<file path="src/rtl/core_run_ctrl.sv">
// core_run_ctrl: run/step/halt sequencer emitting a paced one-cycle core clock-enable,
// with debounced board keys, a power-up core reset hold and a wrapping step counter.
module core_run_ctrl #(
    parameter int unsigned DEBOUNCE_CYC = 500000,
    parameter int unsigned RST_HOLD     = 16,
    parameter int unsigned CNT_W        = 16
) (
    input  logic             clk,
    input  logic             rst_n,
    input  logic             key_run_n,
    input  logic             key_step_n,
    input  logic             key_halt_n,
    input  logic [2:0]       rate_sel,
    input  logic             halt_req,
    output logic             core_rst,
    output logic             core_ce,
    output logic [1:0]       state_o,
    output logic [CNT_W-1:0] step_cnt
);
    localparam int unsigned DB_W  = $clog2(DEBOUNCE_CYC + 1);
    localparam int unsigned BT_W  = $clog2(RST_HOLD + 1);
    localparam int unsigned DIV_W = 26;
    localparam int          KEY_RUN  = 0;
    localparam int          KEY_STEP = 1;
    localparam int          KEY_HALT = 2;

    typedef enum logic [1:0] {
        BOOT = 2'd0,
        HALT = 2'd1,
        RUN  = 2'd2,
        STEP = 2'd3
    } state_e;

    logic [2:0]       key_s1_q, key_s2_q, key_lvl, deb_q, press_evt_q;
    logic [DB_W-1:0]  db_cnt_q [3];
    logic [2:0]       rate_s1_q, rate_s2_q, rate_last_q;
    logic             rate_chg;
    logic [DIV_W-1:0] div_max, div_q, div_d;
    logic [BT_W-1:0]  boot_cnt_q, boot_cnt_d;
    state_e           state_q, state_d;
    logic             ce_d, core_ce_q, core_rst_q;
    logic [CNT_W-1:0] step_cnt_q, cnt_d;
    logic             run_evt, step_evt, halt_evt, halt_any;

    // Key levels are held as "pressed" (active-high) once past the synchroniser.
    assign key_lvl = ~key_s2_q;

    always_ff @(posedge clk or negedge rst_n) begin
        if (!rst_n) begin
            key_s1_q    <= 3'b111;
            key_s2_q    <= 3'b111;
            deb_q       <= '0;
            press_evt_q <= '0;
            for (int k = 0; k < 3; k++) db_cnt_q[k] <= '0;
        end else begin
            key_s1_q    <= {key_halt_n, key_step_n, key_run_n};
            key_s2_q    <= key_s1_q;
            press_evt_q <= '0;
            for (int k = 0; k < 3; k++) begin
                if (key_lvl[k] == deb_q[k]) begin
                    db_cnt_q[k] <= '0;
                end else if (db_cnt_q[k] == DB_W'(DEBOUNCE_CYC - 1)) begin
                    deb_q[k]       <= key_lvl[k];
                    db_cnt_q[k]    <= '0;
                    press_evt_q[k] <= key_lvl[k];
                end else begin
                    db_cnt_q[k] <= db_cnt_q[k] + DB_W'(1);
                end
            end
        end
    end

    always_ff @(posedge clk or negedge rst_n) begin
        if (!rst_n) begin
            rate_s1_q   <= '0;
            rate_s2_q   <= '0;
            rate_last_q <= '0;
        end else begin
            rate_s1_q   <= rate_sel;
            rate_s2_q   <= rate_s1_q;
            rate_last_q <= rate_s2_q;
        end
    end

    assign rate_chg = (rate_s2_q != rate_last_q);
    assign run_evt  = press_evt_q[KEY_RUN];
    assign step_evt = press_evt_q[KEY_STEP];
    assign halt_evt = press_evt_q[KEY_HALT];
    assign halt_any = halt_evt | halt_req;

    // Terminal divider value D-1 for the selected run rate.
    always_comb begin
        div_max = '0;
        case (rate_s2_q)
            3'd0:    div_max = DIV_W'(0);
            3'd1:    div_max = DIV_W'(1);
            3'd2:    div_max = DIV_W'(9);
            3'd3:    div_max = DIV_W'(99);
            3'd4:    div_max = DIV_W'(999);
            3'd5:    div_max = DIV_W'(9999);
            3'd6:    div_max = DIV_W'(999999);
            default: div_max = DIV_W'(49999999);
        endcase
    end

    // NOTE: sequential state uses non-blocking assignments only, so every flop samples pre-edge values.
    always_ff @(posedge clk or negedge rst_n) begin
        if (!rst_n) begin
            state_q    <= BOOT;
            boot_cnt_q <= '0;
            div_q      <= '0;
            core_ce_q  <= 1'b0;
            core_rst_q <= 1'b1;
            step_cnt_q <= '0;
        end else begin
            state_q    <= state_d;
            boot_cnt_q <= boot_cnt_d;
            div_q      <= div_d;
            core_ce_q  <= ce_d;
            core_rst_q <= (state_d == BOOT);
            step_cnt_q <= cnt_d;
        end
    end

    // NOTE: every combinational output gets a default first, so no path can infer a latch.
    always_comb begin
        state_d    = state_q;
        boot_cnt_d = boot_cnt_q;
        div_d      = '0;
        case (state_q)
            BOOT: begin
                if (boot_cnt_q == BT_W'(RST_HOLD - 1)) state_d = HALT;
                else                                   boot_cnt_d = boot_cnt_q + BT_W'(1);
            end
            HALT: begin
                if (halt_evt)                  state_d = HALT;
                else if (step_evt)             state_d = STEP;
                else if (run_evt && !halt_req) state_d = RUN;
            end
            STEP: state_d = HALT;
            RUN: begin
                if (halt_any)                            state_d = HALT;
                else if (!rate_chg && div_q != div_max) div_d   = div_q + DIV_W'(1);
            end
            default: state_d = BOOT;
        endcase
    end

    // A step pulse is issued on entry to STEP so core_ce coincides with state STEP.
    always_comb begin
        ce_d = ((state_q == HALT) && (state_d == STEP)) ||
               ((state_q == RUN) && !halt_any && !rate_chg && (div_q == div_max));
        if (state_q == BOOT) cnt_d = '0;
        else                 cnt_d = step_cnt_q + CNT_W'(ce_d);
    end

    assign core_ce  = core_ce_q;
    assign core_rst = core_rst_q;
    assign state_o  = state_q;
    assign step_cnt = step_cnt_q;

endmodule

</file>
<file path="config.mk">
export PLATFORM = sky130hd
export DESIGN_NAME = core_run_ctrl
export DESIGN_NICKNAME = d
export VERILOG_FILES = /design/src/rtl/core_run_ctrl.sv
export SDC_FILE = /design/constraint.sdc
export NUM_CORES = 1
export LEC_CHECK = 0
export ABC_AREA = 1
export CORE_AREA = 5 5 113 115
export DETAILED_ROUTE_END_ITERATION = 16
export DIE_AREA = 0 0 118 120
export PLACE_DENSITY = 0.78
export SLEW_MARGIN = 20
export SYNTH_ARGS = -nofsm -noshare
export SYNTH_HDL_FRONTEND = slang
export SYNTH_SLANG_ARGS = --single-unit
</file>
<file path="constraint.sdc">
create_clock -name clk -period 4.8 [get_ports clk]
set_input_delay 0.96 -clock clk [delete_from_list [all_inputs] [get_ports clk]]
set_output_delay 0.96 -clock clk [all_outputs]
set_load 0.05 [all_outputs]
</file>
==> results.cfg, run 1 <==
[floorplan]
die_area_sq_mm = 0.01416
fp.dieH_microns = 120
ios = 29
num_rows = 40
die_x_microns = 118
coreArea_sq_mm = 0.01171
start_util = 0.5808

[detailed_routing]
drtIter0Drc = 473
drc = 0
avgRoutedWirePerCell_microns = 13.26
firstDrtPassIters = 6
vias = 5790
vias_per_cell = 5.452
antenna_left = 0
routed_wl_microns = 14080

[worst_setup_path]
rr_worst_depth = 15
path_depth = 14
rr_startpoint = rate_s2_q[2]
cp.arrival_ns = 3.69
cp_num_buf_inv = 3
crit_slowest_cell = clkdlybuf4s50_1
end_kind = flop
crit_path_start_kind = input port
setup.worst_path.start = halt_req
r2r_slack_ns = 1.63
crit_type = in -> reg
crit_family = simple AND/OR/NAND/NOR gates
cp_data_required_time_ns = 5.14
critPathMaxFanout = 11
crit_path_max_incr_delay_ns = 0.43
path_cells = clkdlybuf4s50_1, nor2_1, nand3_1, nor4_2, buf_4, nand4_1, o21ai_0, ha_1, nand2_1, nor2_1, inv_1, nor3b_1, nand4_1, a21oi_1
r2r-end = step_cnt[14]
cp-endpoint = step_cnt[14]

[clock_tree]
clockRootBuffer = clkbuf_16
post_cts_resized = 0
clk-insertion-delay-late_ns = 0.42
numClockSinks = 129
cts_hold_buf = 0
cts_setup_buffers = 0
cts_tree = built
cts_buffers = 17
htreeDepth = 4
cts_max_path_buffers = 2
clkTransAtPathRegs_ns = 0.06

[synthesis]
ys_types = 37
yosysTopAreaCellShare = 0.4489
synth_area_leaders = dfrtp_1, nand2_1, nor2_1, inv_1, nand3_1
synth_edf_count = 0
synthCells = 865
yosys_warnings = 0
yosysSeqAreaShare = 0.4759
ys_seq_elements = 129
syn_area_sq_mm = 0.006802
synth_top_cell_by_area = dfrtp_1
postSynthAreaPerCell_sq_um = 7.863
synth_flop_cell = dfrtp_1
synth-async-reset-ratio = 1.000
synth_nets = 882

[sta]
setup_ws_ns = 1.448
holdWs_ns = 0.3464
worst_pin_slew_ns = 0.8306
hold_violations = 0
slew_headroom = 0.4462
timing.fmax_mhz = 298.3
setup_tns_ns = 0
rsz0062_at_grt = no
finalSetupViolations = 0
fin_skew_ns = 0.006839
timing.final.crit_share = 0.6983
layout_min_cycle_time_ns = 3.352
finalMaxSlewViolations = 0

[cells_and_area]
nNetsFinal = 919
antennaDiodeCount = 0
nFillCells = 951
final_common_cell = nand2_1
drive_gt1_frac = 0.06885
areaGrowthSynthToFinish_pct = 15.40
layout_common_cells = nand2_1, nor2_1, dfrtp_1
utilization = 0.6702

[global_routing]
grt_start_max_net_pins = 96
track_usage = 0.2099
grt_pass1_vias = 5381
grt_pass1_wl_microns = 24680
overflow = 0
antenna_found_initial = 0

[placement]
post-place-ws_ns = 1.096
gp_congestion = 0.9199
port_buffers = 28
dp_hpwl_microns = 9681

[pwr]
p_comb_frac = 0.029
peakVddDrop_mv = 0.3566
power.density_mw_per_mm2 = 330.9
p_seq_frac = 0.430
internal-power_mw = 2.048
power_mw = 2.597
p_sw_frac = 0.2114
clkPwrFrac = 0.541
p_sw_mw = 0.5491
p_leak_nw = 3.394

[hold_path]
min_path_type = reg -> reg

[flow_run]
maxCapViolCount = 0

[run_status]
status = finished clean
-- synthesized netlist by cell type, drive strengths merged, types with 2 or more instances --
| cell | instances |
|---|---|
| nor3 | 39 |
| nor2 | 153 |
| o21a | 3 |
| dfstp | 7 |
| buf | 9 |
| inv | 104 |
| clkbuf | 3 |
| nand4 | 45 |
| xnor2 | 8 |
| clkinv | 2 |
| a211oi | 2 |
| nand2 | 167 |
| dfrtp | 122 |
| a21oi | 30 |
| nand3 | 68 |
| a31oi | 8 |
| nand3b | 3 |
| nor4 | 10 |
| o21ai | 24 |
| or2 | 10 |
| xor2 | 26 |
| a31o | 2 |
| nor3b | 9 |
| ha | 8 |
-- worst min path at each step --
stage / end / cells past startpoint / slack [ns] / start
global placement: rate_s2_q[0] / 0 / 0.33 / rate_s1_q[0]
global route: rate_s2_q[0] / 0 / 0.35 / rate_s1_q[0]
CTS: rate_s2_q[0] / 0 / 0.35 / rate_s1_q[0]
floorplan: rate_s2_q[0] / 0 / 0.33 / rate_s1_q[0]
detailed placement: rate_s2_q[0] / 0 / 0.33 / rate_s1_q[0]
finish: rate_s2_q[0] / 0 / 0.35 / rate_s1_q[0]
-- kinds of logic (layout without fill, tap and decap cells) --
kind of cell | Yosys count | after routing | share of synthesized area
adders and majority gates | 8 | 8 | 0.01472
xor gates and xnor gates | 34 | 34 | 0.04378
and+or+nand+nor | 505 | 505 | 0.3374
DFF | 129 | 129 | 0.4759
buffers and inverters | 118 | 168 | 0.07064
AOI/OAI and AO/OA | 71 | 71 | 0.05758
-- final cells by class --
class | count | area (sq um) | area share
well taps | 147 | 183.9 | 0.02343
repair buffers | 30 | 296.5 | 0.03778
clock buffers | 19 | 432.9 | 0.05516
flip-flops and latches | 129 | 3237 | 0.4124
multi-input cells | 618 | 3090 | 0.3938
clock inverters | 13 | 210.2 | 0.02678
inverters | 106 | 397.9 | 0.05069
-- through the flow --
step,std cells,area (sq um)
final,1062,7849
after global routing,1062,7849
after CTS,1062,7849
after detailed placement,1030,7206
after global placement,1030,7206
after floorplan,865,6802
-- power groups by stage --
stage	Combinational [mW]	Clock, mW	Sequential [mW]
finish	0.0747	1.40	1.12
global route	0.0881	1.48	1.12
CTS	0.0766	1.42	1.12
detailed placement	0.0757	0	1.14
global placement	0.0753	0	1.14
floorplan	0.0434	0	1.13
-- flip-flops by register name (all words and copies together), names as in the netlist --
signal       count
deb_q            3
key_s2_q         3
key_s1_q         3
step_cnt        16
rate_s1_q        3
core_ce          1
boot_cnt_q       5
div_q           26
state_o          2
rate_s2_q        3
rate_last_q      3
db_cnt_q        57
core_rst         1
press_evt_q      3
-- per-layer routing --
metal	global-route usage	vias to the layer above	part of all wire
li1	-	2930	-
met1	0.2897	2697	0.48
met2	0.3246	147	0.46
met3	0.05796	16	0.049
met4	0.06452	0	0.014
met5	0	-	0
Power figures use the tool's default switching activity.
==> run 2, diff against run 1 <==
==> constraint.sdc (replaced) <==
create_clock -name clk -period 3.46 [get_ports clk]
set_input_delay 0.692 -clock clk [delete_from_list [all_inputs] [get_ports clk]]
set_output_delay 0.692 -clock clk [all_outputs]
set_load 0.05 [all_outputs]
==> run 2 against run 1 <==
Compared with the run above:
- clock power grew 35%
- critical path depth grew 6
- flip-flop and latch count is the same
- combinational power grew 42%
- critical endpoint is now step_cnt[12]
- largest power group unchanged
==> results.cfg, run 2 (synthesized netlist as in run 1, its figures left out) <==
[clock_tree]
cts_setup_buffers = 0
clk-insertion-delay-late_ns = 0.43
clkTransAtPathRegs_ns = 0.06
cts_buffers = 17
cts_max_path_buffers = 2
clockRootBuffer = clkbuf_16
cts_hold_buf = 0
htreeDepth = 4
cts_tree = built
numClockSinks = 129

[cells_and_area]
largest_reg_flops = 57
drive_gt1_frac = 0.07306
final_common_cell = nand2_1
antennaDiodeCount = 0
finalInstanceArea_sq_mm = 0.007865
layout_common_cells = nand2_1, nor2_1, dfrtp_1
areaGrowthSynthToFinish_pct = 15.64
nNetsFinal = 921
regMostFlops = db_cnt_q

[floorplan]
die_area_sq_mm = 0.01416
coreArea_sq_mm = 0.01171
die_x_microns = 118
start_util = 0.5808
num_rows = 40
ios = 29
fp.dieH_microns = 120

[detailed_routing]
firstDrtPassIters = 6
routed_wl_microns = 14220
antenna_left = 0
vias_per_cell = 5.489
vias = 5840
drc = 0
drtIter0Drc = 479
avgRoutedWirePerCell_microns = 13.36

[sta]
hold_violations = 0
worst_pin_slew_ns = 0.7102
layout_min_cycle_time_ns = 3.033
holdWs_ns = 0.3038
setup_tns_ns = 0
finalSetupViolations = 0
timing.final.crit_share = 0.8767
rsz0062_at_grt = no
finalMaxSlewViolations = 0
timing.fmax_mhz = 329.7
slew_headroom = 0.5266
setup_ws_ns = 0.4265
fin_skew_ns = 0.008934

[worst_setup_path]
cp.arrival_ns = 3.34
cp_data_required_time_ns = 3.77
crit_path_max_incr_delay_ns = 0.62
critPathMaxFanout = 9
crit_path_start_kind = flop
path_cells = nand2_1, nand2_1, nand2_1, nand2_1, nand2_1, inv_1, nand2_1, nor2_2, nand4_1, o21ai_0, ha_1, nand2_1, nor2_1, nand2_1, nor2_1, nand2_1, inv_1, nand2_1, o21ai_0, a21oi_1
cp_num_buf_inv = 2
crit_type = reg -> reg
crit_slowest_cell = dfrtp_1
crit_top_cell = nand2_1
end_kind = flop
crit_family = simple AND/OR/NAND/NOR gates

[placement]
placed_cell_area_sq_mm = 0.007233
post-place-ws_ns = 0.1695
port_buffers = 28
dp_hpwl_microns = 9860
gp_congestion = 0.8941

[flow_run]
maxCapViolCount = 0

[pwr]
peakVddDrop_mv = 0.4781
power_mw = 3.544
power.density_mw_per_mm2 = 450.6
p_leak_nw = 3.399

[global_routing]
overflow = 0
grt_pass1_vias = 5623
grt_pass1_wl_microns = 25230
track_usage = 0.2140
antenna_found_initial = 0
grt_start_max_net_pins = 79

[hold_path]
min_path_type = in -> async

[run_status]
status = finished clean
## run 2: per-layer routing
metal  share of wire  track usage  vias up
li1                -            -     2930
met1            0.47       0.2875     2716
met2            0.46       0.3306      173
met3           0.057      0.05372       21
met4           0.017      0.09176        0
met5               0            0        -
## run 2: path summary, 6_finish.rpt
check                        startpoint           end  slack (ns)  cells after the start
max                        rate_s2_q[1]  step_cnt[12]        0.43                     20
min                               rst_n   db_cnt_q[1]        0.30                      1
max reg2reg                rate_s2_q[1]  step_cnt[12]        0.43                     20
min reg2reg                rate_s1_q[2]  rate_s2_q[2]        0.35                      0
max in group asynchronous         rst_n   key_s2_q[0]        2.38                      2
min in group clk           rate_s1_q[2]  rate_s2_q[2]        0.35                      0
## run 2: metrics by stage
step / util / std cells
after floorplan: - / 865
after global placement: 0.6176 / 1032
after CTS: 0.6715 / 1064
final: 0.6716 / 1064
after global routing: 0.6716 / 1064
after detailed placement: 0.6176 / 1032
## run 2: power by group
group	internal [mW]	switching (mW)
registers	1.53	0.0198
clock network	1.22	0.666
logic	0.0330	0.0728
## run 2: repair_timing
| item | 4_1_cts | 5_1_grt |
|---|---|---|
| endpoints found under the hold margin | 0 | 0 |
| resized for setup | 0 | 1 |
| endpoints found under the setup margin | 0 | 1 |
## run 2: area by class of cell
class	count	area, sq um
sequential	129	3238
inverter	106	397.9
timing repair buffer	32	324.1
tap	147	183.9
fill	978	3846
clock inverter	13	187.7
multi-input combinational	618	3090
clock buffer	19	442.9
==> run 3, diff against run 2 <==
--- a/config.mk
+++ b/config.mk
@@ -7,6 +7,7 @@
 export LEC_CHECK = 0
 export ABC_AREA = 1
 export CORE_AREA = 5 5 113 115
+export CTS_CLUSTER_DIAMETER = 40
 export DETAILED_ROUTE_END_ITERATION = 16
 export DIE_AREA = 0 0 118 120
 export PLACE_DENSITY = 0.78
==> results of run 3 <==
No change in the layout: final DEF, timing and power equal those of run 2.
